==> src/rtl/osc_capture_ctrl.sv <==
// Trigger and capture sequencer: decimates the ADC stream, waits for a level/edge
// or forced trigger, then writes cap_len samples into the FIFO write port.
module osc_capture_ctrl #(
   parameter int DATA_WIDTH = 8,
   parameter int LEN_WIDTH  = 10,
   parameter int DEC_WIDTH  = 16
) (
   input  logic                  wclk,
   input  logic                  wrst_n,
   input  logic [DATA_WIDTH-1:0] adc_data,
   input  logic                  adc_valid,
   input  logic                  arm,
   input  logic                  trig_edge,
   input  logic [DATA_WIDTH-1:0] trig_level,
   input  logic                  trig_force,
   input  logic [DEC_WIDTH-1:0]  decim,
   input  logic [LEN_WIDTH-1:0]  cap_len,
   input  logic                  wfull,
   output logic                  w_en,
   output logic [DATA_WIDTH-1:0] wdata,
   output logic                  busy,
   output logic                  triggered,
   output logic                  done,
   output logic                  overflow,
   output logic [LEN_WIDTH-1:0]  sample_cnt
);

   typedef enum logic [1:0] {
      S_IDLE,
      S_WAIT_TRIG,
      S_CAPTURE,
      S_DONE
   } state_t;

   localparam logic [LEN_WIDTH-1:0] LEN_ONE = LEN_WIDTH'(1);
   localparam logic [DEC_WIDTH-1:0] DEC_ONE = DEC_WIDTH'(1);

   state_t                  r_state;
   state_t                  w_state_nxt;

   logic [DEC_WIDTH-1:0]    r_decim;
   logic [LEN_WIDTH-1:0]    r_cap_len;
   logic [DEC_WIDTH-1:0]    r_dec_cnt;
   logic [DATA_WIDTH-1:0]   r_prev;
   logic                    r_prev_valid;
   logic                    r_triggered;
   logic                    r_overflow;
   logic [LEN_WIDTH-1:0]    r_sample_cnt;
   logic                    r_w_en;
   logic [DATA_WIDTH-1:0]   r_wdata;

   logic                    w_active;
   logic                    w_arm_ok;
   logic                    w_taken;
   logic                    w_rise;
   logic                    w_fall;
   logic                    w_fire;
   logic                    w_cap;
   logic                    w_last;
   logic [LEN_WIDTH-1:0]    w_cnt_inc;
   logic [LEN_WIDTH-1:0]    w_len_eff;

   always_comb begin
      w_active  = (r_state == S_WAIT_TRIG) || (r_state == S_CAPTURE);
      w_arm_ok  = ((r_state == S_IDLE) || (r_state == S_DONE)) && arm;
      w_taken   = w_active && adc_valid && (r_dec_cnt == '0);
      w_rise    = r_prev_valid && (r_prev < trig_level) && (adc_data >= trig_level);
      w_fall    = r_prev_valid && (r_prev > trig_level) && (adc_data <= trig_level);
      w_fire    = (r_state == S_WAIT_TRIG) && w_taken &&
                  (trig_force || (trig_edge ? w_fall : w_rise));
      // the trigger sample is itself the first capture sample
      w_cap     = w_taken && ((r_state == S_CAPTURE) || w_fire);
      w_cnt_inc = r_sample_cnt + LEN_ONE;
      w_last    = w_cap && (w_cnt_inc == r_cap_len);
      w_len_eff = (cap_len == '0) ? LEN_ONE : cap_len;
   end

   always_comb begin
      w_state_nxt = r_state;
      case (r_state)
         S_IDLE:      if (arm) w_state_nxt = S_WAIT_TRIG;
         S_WAIT_TRIG: begin
            if (w_last)      w_state_nxt = S_DONE;
            else if (w_fire) w_state_nxt = S_CAPTURE;
         end
         S_CAPTURE:   if (w_last) w_state_nxt = S_DONE;
         S_DONE:      if (arm) w_state_nxt = S_WAIT_TRIG;
         default:     w_state_nxt = S_IDLE;
      endcase
   end

   always_ff @(posedge wclk) begin
      if (!wrst_n) r_state <= S_IDLE;
      else         r_state <= w_state_nxt;
   end

   always_ff @(posedge wclk) begin
      if (!wrst_n) begin
         r_decim      <= '0;
         r_cap_len    <= '0;
         r_dec_cnt    <= '0;
         r_prev       <= '0;
         r_prev_valid <= 1'b0;
         r_triggered  <= 1'b0;
         r_overflow   <= 1'b0;
         r_sample_cnt <= '0;
         r_w_en       <= 1'b0;
         r_wdata      <= '0;
      end else begin
         r_w_en <= 1'b0;
         if (w_arm_ok) begin
            r_decim      <= decim;
            r_cap_len    <= w_len_eff;
            r_dec_cnt    <= '0;
            r_prev_valid <= 1'b0;
            r_triggered  <= 1'b0;
            r_overflow   <= 1'b0;
            r_sample_cnt <= '0;
         end else if (w_active) begin
            if (adc_valid) begin
               r_dec_cnt <= w_taken ? r_decim : (r_dec_cnt - DEC_ONE);
            end
            if (w_taken && (r_state == S_WAIT_TRIG)) begin
               r_prev       <= adc_data;
               r_prev_valid <= 1'b1;
            end
            if (w_fire) r_triggered <= 1'b1;
            // sample_cnt stops at cap_len because the FSM leaves CAPTURE on that edge
            if (w_cap) begin
               if (!wfull) begin
                  r_w_en  <= 1'b1;
                  r_wdata <= adc_data;
               end else begin
                  r_overflow <= 1'b1;
               end
               r_sample_cnt <= w_cnt_inc;
            end
         end
      end
   end

   assign w_en       = r_w_en;
   assign wdata      = r_wdata;
   assign busy       = (r_state == S_WAIT_TRIG) || (r_state == S_CAPTURE);
   assign done       = (r_state == S_DONE);
   assign triggered  = r_triggered;
   assign overflow   = r_overflow;
   assign sample_cnt = r_sample_cnt;

endmodule

==> config.mk <==
export PLATFORM = sky130hd
export DESIGN_NAME = osc_capture_ctrl
export DESIGN_NICKNAME = d
export VERILOG_FILES = /design/src/rtl/osc_capture_ctrl.sv
export SDC_FILE = /design/constraint.sdc
export NUM_CORES = 1
export LEC_CHECK = 0
export CORE_UTILIZATION = 54
export CTS_BUF_LIST = sky130_fd_sc_hd__clkbuf_2
export DETAILED_ROUTE_END_ITERATION = 10
export MAX_ROUTING_LAYER = met4
export PLACE_DENSITY_LB_ADDON = 0.08
export SYNTH_ARGS = -nofsm -noshare
export SYNTH_HDL_FRONTEND = slang
export SYNTH_SLANG_ARGS = --single-unit
==> constraint.sdc <==
create_clock -name wclk -period 3.56 [get_ports wclk]
set_input_delay 0.712 -clock wclk [delete_from_list [all_inputs] [get_ports wclk]]
set_output_delay 0.712 -clock wclk [all_outputs]
set_load 0.005 [all_outputs]
==> metrics.log <==
[metrics] final design area excluding fillers: 4760 um2
[metrics] total number of vias: between 3000 and 4000
[metrics] accumulated negative setup slack: 0 ps
[metrics] cell area after synthesis: approximately 3800 um2
[metrics] deepest level of the CTS H-tree: 3
[metrics] aggregate global routing overflow: 0
[metrics] category of the worst setup path launch point: flop
[metrics] count of placed standard cells including taps: 600
[metrics] num rows: 30
[metrics] final total power: around 3 mW
[metrics] clock skew after layout: approximately 39 ps
[metrics] core footprint: around 6800 um2
[metrics] total clock sinks: between 70 and 80
[metrics] clock root buffer: sky130_fd_sc_hd__clkbuf_2
[metrics] area after detailed placement: around 4600 um2
[metrics] antenna violation net count after detailed routing: 0
[metrics] net count after synthesis: ~510
[metrics] run status: finished clean
[metrics] Max Clk Rate: about 330 MHz
[metrics] number of synthesized register bits: 74
[metrics] total count of max-transition violations in the final report: 0
[metrics] worst slack at placement: 230 ps
[metrics] Skew-Pair Late Insertion Delay: approximately 540 ps
[metrics] Gates resized, CTS repair: 0
[metrics] DRC violations left: 0
[metrics] layout overhead on the synthesized area: 24.5%
[metrics] Setup Viol. Count Final: 0
[metrics] primary flip-flop cell chosen by synthesis mapping: sky130_fd_sc_hd__dfxtp_1
[metrics] worst slew slack as a fraction of its limit: 58.5%
[metrics] layer carrying the most global-route usage: met2
[metrics] maximum number of pins on one net before global-route repair: 25
[metrics] category of the worst setup path capture point: flop
[metrics] met1 global-route usage: 32.3%
[metrics] antenna violations before repair: 0
[metrics] number of instances in the synthesized netlist: 442
[metrics] die outline area: approximately 7400 um2
[metrics] TritonCTS clock tree: built
[metrics] global-route met2 utilization: between 40% and 50%
[metrics] slew at the pin closest to its max-slew limit: a little over 600 ps
[metrics] final critical-path share of the clock period: 86.3%
[metrics] count of warnings emitted by yosys: 0
[metrics] 1st-iter DRT viols: 209
[metrics] worst hold slack: ~480 ps
[metrics] cts-stage hold buffer count: 0
[metrics] Antenna diodes: 0
[metrics] starting density of the core: 56.0%
[metrics] class of the tightest hold or removal check: flop to flop
[metrics] vias per inst: between 5 and 6
[metrics] floorplan die height: approximately 86 um
[metrics] Worst EP required: 3990 ps
[metrics] utilization after layout: between 60 and 70%
[metrics] PwrDens: around 610 nW/um2
[metrics] Crit Path Category: flop to flop
[metrics] fraction of final layout cells with drive strength greater than 1: 7.88%
[metrics] die width: 86.2 um
[metrics] final hold violation count: 0
[metrics] post-CTS setup buffer count: 0
[metrics] # Max-Cap Violations: 0
[metrics] number of buffer cells added on primary ports: 71
[metrics] Top Ports: 72
[metrics] number of standard cells in the final layout excluding fillers: 616
[metrics] proportion of synthesized flip-flops having asynchronous set or reset: 0%
[metrics] worst ir drop on vdd: approximately 470 uV
[metrics] count of distinct cell types in the synthesized netlist: 56
[metrics] final routed wire length divided by cell count: 14.8 um
[metrics] minimum clock period after layout: slightly above 3000 ps
[metrics] total routed wirelength: ~9.1 mm
[metrics] clock-pin slew on the worst setup and hold paths: between 200 and 250 ps
[metrics] unrepaired setup endpoints after global routing: false
[metrics] number of nets at the end of the flow: ~590
[metrics] number of buffers on the longest clock path: 2
[metrics] routability congestion estimate: 0.859
[metrics] most common cell after layout, fill and taps aside: sky130_fd_sc_hd__dfxtp_1
[metrics] count of flip-flops with a built-in enable after synthesis: 0
[metrics] average instance area after synthesis: approximately 8.7 um2
[metrics] data arrival time of the critical path: 3500 ps
[metrics] via count of the first global-routing pass: roughly 3300
[metrics] static leakage: approximately 1.9 nW
[metrics] HPWL after DPL: about 6.9 mm
[metrics] total CTS buffers: 9
[metrics] commonest cells after routing, fill and taps aside: sky130_fd_sc_hd__dfxtp_1, sky130_fd_sc_hd__clkdlybuf4s50_1, sky130_fd_sc_hd__nand2_1
[metrics] share of synthesized area occupied by flip-flops and latches: approximately 39%
[metrics] aggregate global-route resource usage: 26.8%
[metrics] top fanout value on the critical path: 7
[metrics] Worst Setup Slack, final: 486 ps
[metrics] number of detailed-routing iterations run before antenna repair: 4
[metrics] GR Util met3: under 10%
[metrics] first-pass GRT wire length: 15.2 mm
[layer usage]
layer | vias to the layer above | wire length, um | part of all wire, %
li1 | 1733 | - | -
met4 | 0 | 131 | 1.4
met3 | 13 | 345 | 3.8
met1 | 1671 | 4240 | 47
met2 | 84 | 4390 | 48
met5 | - | 0 | 0
[cell type report]
class                   instances  area (um2)
clock buffers                  10        50.0
clock inverters                 6        67.6
fillers                       585        2070
inverters                      22        82.6
multi-input cells             327        2180
flip-flops and latches         74        1480
well taps                      96         120
repair buffers                 81         786
[synthesized netlist by cell type (2+ instances only)]
| library cell | n | area, um2 |
|---|---|---|
| sky130_fd_sc_hd__a211oi_1 | 7 | 52.6 |
| sky130_fd_sc_hd__a21o_1 | 2 | 15.0 |
| sky130_fd_sc_hd__a21oi_1 | 37 | 185 |
| sky130_fd_sc_hd__a22o_1 | 25 | 219 |
| sky130_fd_sc_hd__a31o_1 | 2 | 17.5 |
| sky130_fd_sc_hd__a31o_2 | 3 | 26.3 |
| sky130_fd_sc_hd__a31oi_1 | 3 | 18.8 |
| sky130_fd_sc_hd__and2_1 | 2 | 12.5 |
| sky130_fd_sc_hd__buf_2 | 2 | 10.0 |
| sky130_fd_sc_hd__buf_6 | 2 | 22.5 |
| sky130_fd_sc_hd__clkbuf_1 | 15 | 56.3 |
| sky130_fd_sc_hd__dfxtp_1 | 74 | 1480 |
| sky130_fd_sc_hd__ha_1 | 22 | 275 |
| sky130_fd_sc_hd__inv_1 | 22 | 82.6 |
| sky130_fd_sc_hd__mux2i_1 | 13 | 130 |
| sky130_fd_sc_hd__nand2_1 | 62 | 233 |
| sky130_fd_sc_hd__nand2b_1 | 6 | 37.5 |
| sky130_fd_sc_hd__nand3_1 | 7 | 35.0 |
| sky130_fd_sc_hd__nand4_1 | 6 | 37.5 |
| sky130_fd_sc_hd__nand4b_1 | 2 | 17.5 |
| sky130_fd_sc_hd__nor2_1 | 36 | 135 |
| sky130_fd_sc_hd__nor2b_1 | 4 | 25.0 |
| sky130_fd_sc_hd__nor3_1 | 10 | 50.1 |
| sky130_fd_sc_hd__nor4_1 | 3 | 18.8 |
| sky130_fd_sc_hd__o2111a_1 | 2 | 22.5 |
| sky130_fd_sc_hd__o211ai_1 | 7 | 52.6 |
| sky130_fd_sc_hd__o21ai_0 | 11 | 55.1 |
| sky130_fd_sc_hd__o22ai_1 | 3 | 18.8 |
| sky130_fd_sc_hd__o32ai_1 | 3 | 26.3 |
| sky130_fd_sc_hd__or2_2 | 2 | 12.5 |
| sky130_fd_sc_hd__or3_1 | 6 | 37.5 |
| sky130_fd_sc_hd__or4_1 | 2 | 15.0 |
| sky130_fd_sc_hd__xnor2_1 | 10 | 87.6 |
| sky130_fd_sc_hd__xor2_1 | 7 | 61.3 |
[registers in the layout (all words and copies together), names as in the netlist]
register,flops
r_dec_cnt,16
triggered,1
r_state,2
r_decim,16
w_en,1
r_prev_valid,1
r_prev,8
sample_cnt,10
wdata,8
r_cap_len,10
overflow,1
[where the power goes]
part / switching (mW) / leakage, nW / internal (mW)
Sequential: 0.128 / 0.602 / 0.977
Clock: 0.311 / 0.0681 / 0.166
Combinational: 0.764 / 1.20 / 0.573
Total: 1.20 / 1.87 / 1.72
[kinds of logic after synthesis]
group                      after synthesis  share of synthesized area (%)
and+or+nand+nor                        158                           20.5
xor gates and xnor gates                17                           3.89
adders and majority gates               22                           7.20
AOI/OAI and AO/OA                      116                           21.5
muxes                                   14                           3.70
buffers and inverters                   41                           4.48
DFF                                     74                           38.7
[critical path, stage by stage, from the launching register on]
cell	delay [ps]
sky130_fd_sc_hd__dfxtp_1	540
sky130_fd_sc_hd__ha_1	320
sky130_fd_sc_hd__nand4_1	210
sky130_fd_sc_hd__xor2_1	190
sky130_fd_sc_hd__nor4_1	340
sky130_fd_sc_hd__a211oi_1	80
sky130_fd_sc_hd__a2111oi_0	500
sky130_fd_sc_hd__buf_4	220
sky130_fd_sc_hd__a21boi_0	140
sky130_fd_sc_hd__o32ai_1	310
sky130_fd_sc_hd__o32ai_1	130
[worst paths after layout]
kind	startpoint	endpoint	slack (ps)	cells after the start
worst max-delay path	sample_cnt[0]	r_state[1]	490	10
worst min-delay path	wdata[1]	wdata[1]	480	2
worst max register to register	sample_cnt[0]	r_state[1]	490	10
worst min register to register	wdata[1]	wdata[1]	480	2
Note: power is estimated with default switching activity, not from simulation.
